==> config.mk <==
export PLATFORM = sky130hd
export DESIGN_NAME = fifo_burst_sched
export DESIGN_NICKNAME = d
export VERILOG_FILES = /design/src/rtl/fifo_burst_sched_pkg.sv /design/src/rtl/fifo_flush_timer.sv /design/src/rtl/fifo_burst_sched.sv
export SDC_FILE = /design/constraint.sdc
export NUM_CORES = 1
export LEC_CHECK = 0
export ABC_AREA = 1
export ABC_CLOCK_PERIOD_IN_PS = 3080
export CAP_MARGIN = 20
export CORE_UTILIZATION = 48
export CTS_CLUSTER_DIAMETER = 50
export CTS_CLUSTER_SIZE = 20
export DETAILED_ROUTE_END_ITERATION = 10
export GPL_TIMING_DRIVEN = 0
export PLACE_DENSITY = 0.95
export SETUP_SLACK_MARGIN = 0.4
export SLEW_MARGIN = 20
export SYNTH_ARGS = -nofsm -noshare
export SYNTH_HDL_FRONTEND = slang
export SYNTH_HIERARCHICAL = 1
export SYNTH_SLANG_ARGS = --single-unit
==> constraint.sdc <==
create_clock -name i_clk -period 3.08 [get_ports i_clk]
set_clock_uncertainty 0.15 [all_clocks]
set_input_delay 0.924 -clock i_clk [delete_from_list [all_inputs] [get_ports i_clk]]
set_output_delay 0.924 -clock i_clk [all_outputs]
set_load 0.005 [all_outputs]
==> src/rtl/fifo_burst_sched_pkg.sv <==
// fifo_burst_sched_pkg
// Shared definitions for the FIFO burst scheduler: the scheduler state
// encoding and the default FIFO geometry the width constants derive from.
package fifo_burst_sched_pkg;

  typedef enum logic {
    IDLE  = 1'b0,
    BURST = 1'b1
  } state_t;

  localparam int LGFLEN_DEF = 4;
  localparam int FLEN_DEF   = 1 << LGFLEN_DEF;
  // Fill/threshold/burst-length fields must hold the value FLEN itself.
  localparam int FILL_W_DEF = LGFLEN_DEF + 1;
  localparam int NBURSTS_W  = 16;

  function automatic int fill_width(input int lgflen);
    return lgflen + 1;
  endfunction

endpackage

==> src/rtl/fifo_flush_timer.sv <==
// fifo_flush_timer
// Idle timer used to flush a partially filled FIFO. Counts up while enabled,
// saturates at all-ones, and reports when the count equals the limit.
// Ports:
//   i_clk, i_reset : clock, synchronous active-high reset
//   i_clear        : zero the count (has priority over i_enable)
//   i_enable       : advance the count by one this cycle
//   i_limit        : flush-timeout value
//   o_expired      : count == i_limit
module fifo_flush_timer #(
  parameter int LGTIMEOUT = 8
) (
  input  logic                 i_clk,
  input  logic                 i_reset,
  input  logic                 i_clear,
  input  logic                 i_enable,
  input  logic [LGTIMEOUT-1:0] i_limit,
  output logic                 o_expired
);

  logic [LGTIMEOUT-1:0] timer;

  always_ff @(posedge i_clk) begin
    if (i_reset || i_clear) begin
      timer <= '0;
    end else if (i_enable && (timer != '1)) begin
      timer <= timer + LGTIMEOUT'(1);
    end
  end

  assign o_expired = (timer == i_limit);

endmodule

==> src/rtl/fifo_burst_sched.sv <==
// fifo_burst_sched
// Watches the occupancy of an attached async-read FIFO and drains it as
// valid/ready bursts. A burst starts once the fill reaches the threshold,
// on a forced flush, or (optional) after an idle timeout; its length is
// fixed at start to min(fill, burst_len) so the FIFO can never underflow.
// Optional feature: define FIFO_BURST_SCHED_TIMEOUT_EN to enable the
// partial-flush timeout (i_timeout is ignored otherwise).
// Ports:
//   i_clk, i_reset            : clock, synchronous active-high reset
//   i_empty, i_fill, i_data   : FIFO status and head data
//   o_rd                      : FIFO pop strobe
//   i_threshold, i_burst_len  : start level, max beats (0 means FLEN)
//   i_timeout, i_flush        : idle flush timeout, forced drain
//   o_valid/o_data/o_last     : output stream, i_ready back-pressure
//   o_busy                    : burst in progress
//   o_nbursts                 : completed-burst counter (wraps)
module fifo_burst_sched
  import fifo_burst_sched_pkg::*;
#(
  parameter int BW        = 8,
  parameter int LGFLEN    = LGFLEN_DEF,
  parameter int LGTIMEOUT = 8
) (
  input  logic                 i_clk,
  input  logic                 i_reset,
  input  logic                 i_empty,
  input  logic [LGFLEN:0]      i_fill,
  input  logic [BW-1:0]        i_data,
  output logic                 o_rd,
  input  logic [LGFLEN:0]      i_threshold,
  input  logic [LGFLEN:0]      i_burst_len,
  input  logic [LGTIMEOUT-1:0] i_timeout,
  input  logic                 i_flush,
  output logic                 o_valid,
  output logic [BW-1:0]        o_data,
  output logic                 o_last,
  input  logic                 i_ready,
  output logic                 o_busy,
  output logic [NBURSTS_W-1:0] o_nbursts
);

  localparam int             FW   = fill_width(LGFLEN);
  localparam logic [FW-1:0]  FLEN = {1'b1, {LGFLEN{1'b0}}};

  state_t          state, state_nxt;
  logic [FW-1:0]   remaining, remaining_nxt;
  logic [FW-1:0]   thr_eff, len_eff, beats;
  logic            below_thr, timeout_hit, start, accept;

  assign thr_eff   = (i_threshold == '0) ? FW'(1) : i_threshold;
  assign len_eff   = (i_burst_len == '0) ? FLEN : i_burst_len;
  assign beats     = (i_fill < len_eff) ? i_fill : len_eff;
  assign below_thr = (i_fill < thr_eff);

  // i_fill != 0 guards against an inconsistent FIFO status producing a
  // zero-beat burst that could never terminate.
  assign start = (state == IDLE) && !i_empty && (i_fill != '0) &&
                 (!below_thr || i_flush || timeout_hit);

`ifdef FIFO_BURST_SCHED_TIMEOUT_EN
  logic timer_clear, timer_enable;

  assign timer_clear  = i_empty || start || (state == BURST);
  assign timer_enable = (state == IDLE) && !i_empty && below_thr;

  fifo_flush_timer #(
    .LGTIMEOUT (LGTIMEOUT)
  ) u_flush_timer (
    .i_clk     (i_clk),
    .i_reset   (i_reset),
    .i_clear   (timer_clear),
    .i_enable  (timer_enable),
    .i_limit   (i_timeout),
    .o_expired (timeout_hit)
  );
`else
  logic unused_timeout;

  assign unused_timeout = ^i_timeout;
  assign timeout_hit    = 1'b0;
`endif

  assign o_valid = (state == BURST);
  assign o_busy  = (state == BURST);
  assign o_data  = i_data;
  assign o_last  = (state == BURST) && (remaining == FW'(1));
  assign accept  = o_valid && i_ready;
  assign o_rd    = accept;

  always_comb begin
    state_nxt     = state;
    remaining_nxt = remaining;
    case (state)
      IDLE: begin
        if (start) begin
          state_nxt     = BURST;
          remaining_nxt = beats;
        end
      end
      BURST: begin
        if (accept) begin
          remaining_nxt = remaining - FW'(1);
          if (remaining == FW'(1)) begin
            state_nxt = IDLE;
          end
        end
      end
      default: begin
        state_nxt     = IDLE;
        remaining_nxt = '0;
      end
    endcase
  end

  always_ff @(posedge i_clk) begin
    if (i_reset) begin
      state     <= IDLE;
      remaining <= '0;
      o_nbursts <= '0;
    end else begin
      state     <= state_nxt;
      remaining <= remaining_nxt;
      if (accept && o_last) begin
        o_nbursts <= o_nbursts + NBURSTS_W'(1);
      end
    end
  end

endmodule

==> summary by stage <==
Setup path
The startpoint identified for the worst register-to-register timing path is o_nbursts[0]$_SDFFE_PP0P_. The endpoint type of the worst setup path is a flop. The depth of the worst register-to-register path is 7. STA puts the critical path data required time at 3.15 ns. STA classifies the critical path startpoint as a primary input. The endpoint identified for the worst register-to-register timing path is o_nbursts[8]$_SDFFE_PP0P_. The highest net fanout along the worst path is 6. The register-to-register path setup slack is 1.46 ns. The arrival time at the worst endpoint is 2.82 ns. The worst setup path category is in -> reg.

Layout
The number of nets in the final layout is 369. The filler cell count is 278. The finished cells cover 0.00236 mm^2.

The proportion of layout cells with a drive suffix above 1 is 14.6%. The number of diodes is 0. From synthesis to final layout, the design area changed by 38.0%. The non-filler instance count after layout is 367.

STA
Setup violations remaining at the end of the flow were counted as 0. For the pin with the worst max-slew slack, the measured transition is 0.501 ns. The final hold slack is 0.371 ns. The minimum clock period is 2.75 ns. The worst slew slack as a fraction of its limit is 66.6%. Static timing analysis puts the maximum clock frequency at 363 MHz. The total count of hold-check failures in the final report is 0. The count of final max-slew check failures was 0. Setup repair after global routing left no endpoint under its margin. The share of the clock period used by the worst path is 89.4%.

Drt
The total length of routed wires is 4460 um. The detailed router finished its first iteration with 137 violations. In the final routed layout, each cell accounts on average for 12.2 um.

The first detailed-routing pass took 4 iterations. The detail-routed via count per cell is 5.26. The count of vias placed by the detailed router is 1,931. For this run, design rule violations remaining after detail routing come to 0. The remaining antenna violation count after routing is 0.

Global route
Global routing finished with a remaining overflow of 0. The first global-routing pass estimated 6700 um of wire. The initial antenna violation count is 0. The number of global-route vias before repair was 1,674. Entering global routing, the biggest net connects 13 pins.

In the global route stage, overall resource usage came out at 23.0%.

Run status
The flow ran to the end, and the final reports show no timing, DRC or antenna violations.

Logic synthesis
The mapped netlist covers 0.00171 mm^2. The number of warnings issued by yosys is 6. The mean instance size in the synthesized netlist is 6.37 um^2. After synthesis the netlist holds a flip-flop and latch count of 22. Counting distinct cell types in the post-synthesis netlist gives 30. Sequential cells were found to cover 25.8% of the synthesized design area. Synthesis produced a netlist with a net count of 315.

The cell count after synthesis is 268.

Min path
The min-delay analysis places its worst path in the category reg -> reg. The worst min-delay path startpoint is o_nbursts[9]$_SDFFE_PP0P_. Counting instances, the worst hold path has a depth of 1.

The worst hold endpoint is o_nbursts[9]$_SDFFE_PP0P_.

Placed design
The final RePlAce weighted congestion is 0.822. The cell area reported after detailed placement is 0.00223 mm^2. The half-perimeter wire length of the detailed placement result is 3170 um. The count of input and output buffers is 47. Once placement completed, the tool counted placed cells totaling 361.

Die
The area of the die is 0.00380 mm^2. The starting density of the core is 50.7%. The region available for standard cell placement spans 0.00336 mm^2. The die span in y is 61.6 um. The die is 61.6 um wide. 64 I/O pins were placed.

The number of rows in the core area is 21.

Power
The leakage power of the design is 1.02 nW. In this run the power density over the cells is 294 mW/mm^2. The largest voltage drop on the vdd net is 0.000311 V.

Clock network
The clock latency at the later pin of the worst-skew pair is 0.31 ns. The root buffer cell chosen for the clock tree is sky130_fd_sc_hd__clkbuf_4. The number of buffers created by CTS is 3. The clock slew at the register clock pins of the worst setup and hold paths is 0.12 ns.

The number of sinks handled by clock tree synthesis is 22. Buffers inserted to repair hold after CTS numbered 0. The maximum root-to-sink buffer count is 2. The level count of the clock H-tree is 1. TritonCTS built the clock tree.

Job
Across the run, the number of max-cap violations was 0.
[metrics by stage]
step                worst slack, ns  utilization (%)  TNS [ns]  total power (W)
floorplan                     0.709                -         0         0.000437
finish                        0.325             70.1         0         0.000694
global route                  0.269             70.1         0         0.000733
detailed placement           -0.139             66.4    -0.139         0.000509
global placement             -0.128             66.4    -0.128         0.000501
CTS                           0.414             68.5         0         0.000679
[layer usage]
metal | track usage (%) | up-vias | routed length [um]
li1 | - | 962 | -
met1 | 29.8 | 871 | 1870
met2 | 38.9 | 92 | 2190
met3 | 4.62 | 6 | 356
met4 | 6.35 | 0 | 42
met5 | 0 | - | 0
[cell usage in the layout (no fill, tap or decap), types with 2 or more instances in the layout]
cell type / instances
sky130_fd_sc_hd__nor3_2: 4
sky130_fd_sc_hd__dlygate4sd2_1: 2
sky130_fd_sc_hd__dfxtp_1: 21
sky130_fd_sc_hd__nand2_2: 2
sky130_fd_sc_hd__inv_1: 34
sky130_fd_sc_hd__nor2_4: 2
sky130_fd_sc_hd__nand3_1: 17
sky130_fd_sc_hd__buf_4: 12
sky130_fd_sc_hd__clkbuf_1: 2
sky130_fd_sc_hd__ha_1: 10
sky130_fd_sc_hd__clkdlybuf4s50_1: 42
sky130_fd_sc_hd__a21oi_1: 17
sky130_fd_sc_hd__dlymetal6s2s_1: 2
sky130_fd_sc_hd__nor2_2: 5
sky130_fd_sc_hd__clkbuf_4: 3
sky130_fd_sc_hd__inv_2: 3
sky130_fd_sc_hd__nand2_4: 2
sky130_fd_sc_hd__nor2_1: 33
sky130_fd_sc_hd__o21ai_1: 2
sky130_fd_sc_hd__xor2_1: 2
sky130_fd_sc_hd__o21ai_0: 6
sky130_fd_sc_hd__nor3_1: 2
sky130_fd_sc_hd__nand2_1: 70
sky130_fd_sc_hd__nand4_1: 10
[worst max path at each step]
stage	start	end	slack (ns)	cells past startpoint
floorplan	i_burst_len[0]	remaining[4]$_SDFFE_PP0P_	0.71	12
global placement	i_ready	o_rd	-0.13	4
detailed placement	i_ready	o_rd	-0.14	4
CTS	i_burst_len[0]	remaining[3]$_SDFFE_PP0P_	0.41	13
global route	i_burst_len[3]	remaining[4]$_SDFFE_PP0P_	0.27	13
finish	i_burst_len[3]	remaining[4]$_SDFFE_PP0P_	0.33	12
[Yosys cell counts (all sizes together)]
cell type	instances	area share (%)
o21ai	8	2.3
or2	1	0.37
o21a	1	0.44
dfxtp	22	26
xor2	2	1.0
xnor2	1	0.51
ha	11	8.1
buf	11	5.1
nor2	40	9.8
o21bai	1	0.66
a21oi	18	5.5
nand4	11	4.9
clkinv	1	0.29
a211oi	1	0.73
a31oi	1	0.37
inv	37	8.1
nor3	6	2.9
nand3	19	5.9
nand2	74	17
clkbuf	2	0.44
[worst max-delay path, stage by stage]
cell,delay (ns)
sky130_fd_sc_hd__clkdlybuf4s50_1,0.45
sky130_fd_sc_hd__inv_1,0.07
sky130_fd_sc_hd__a31oi_2,0.25
sky130_fd_sc_hd__ha_1,0.34
sky130_fd_sc_hd__nand2_2,0.12
sky130_fd_sc_hd__inv_1,0.07
sky130_fd_sc_hd__nand2_4,0.11
sky130_fd_sc_hd__nand4_1,0.13
sky130_fd_sc_hd__nand3_1,0.12
sky130_fd_sc_hd__nand2_1,0.06
sky130_fd_sc_hd__nor2_1,0.11
sky130_fd_sc_hd__nor2_1,0.05
[logic make-up after synthesis]
| family | share of synthesized area, % |
|---|---|
| simple gates | 40.6 |
| fa+ha+maj | 8.06 |
| buf+inv | 13.9 |
| compound gates | 10.0 |
| xor+xnor | 1.54 |
| flops | 25.8 |
[layout make-up]
type                       count  area [um^2]  share of cell area [%]
buffer                        13         93.8                    3.98
clock buffer                   4         36.3                    1.54
inverter                      38          148                    6.27
multi-input combinational    195         1090                    46.3
sequential                    22          442                    18.7
tap                           46         57.6                    2.44
timing repair buffer          49          489                    20.8
[timing repair]
action	CTS	global route
setup buffers	1	1
resized for setup	12	12
pin swaps	0	6
endpoints found under the setup margin	5	5
[report_power, final]
part	leakage (nW)	total, W	internal [W]	switching [W]
registers	0.179	0.000309	0.000296	0.0000130
logic	0.817	0.000224	0.000104	0.000119
clock network	0.0210	0.000161	0.0000723	0.0000890
total	1.02	0.000694	0.000472	0.000221
[registers in the layout, summed over array words and instances (netlist names)]
| register | flops |
|---|---|
| o_busy | 1 |
| o_nbursts | 16 |
| remaining | 5 |
(Power assumes the default switching activity.)
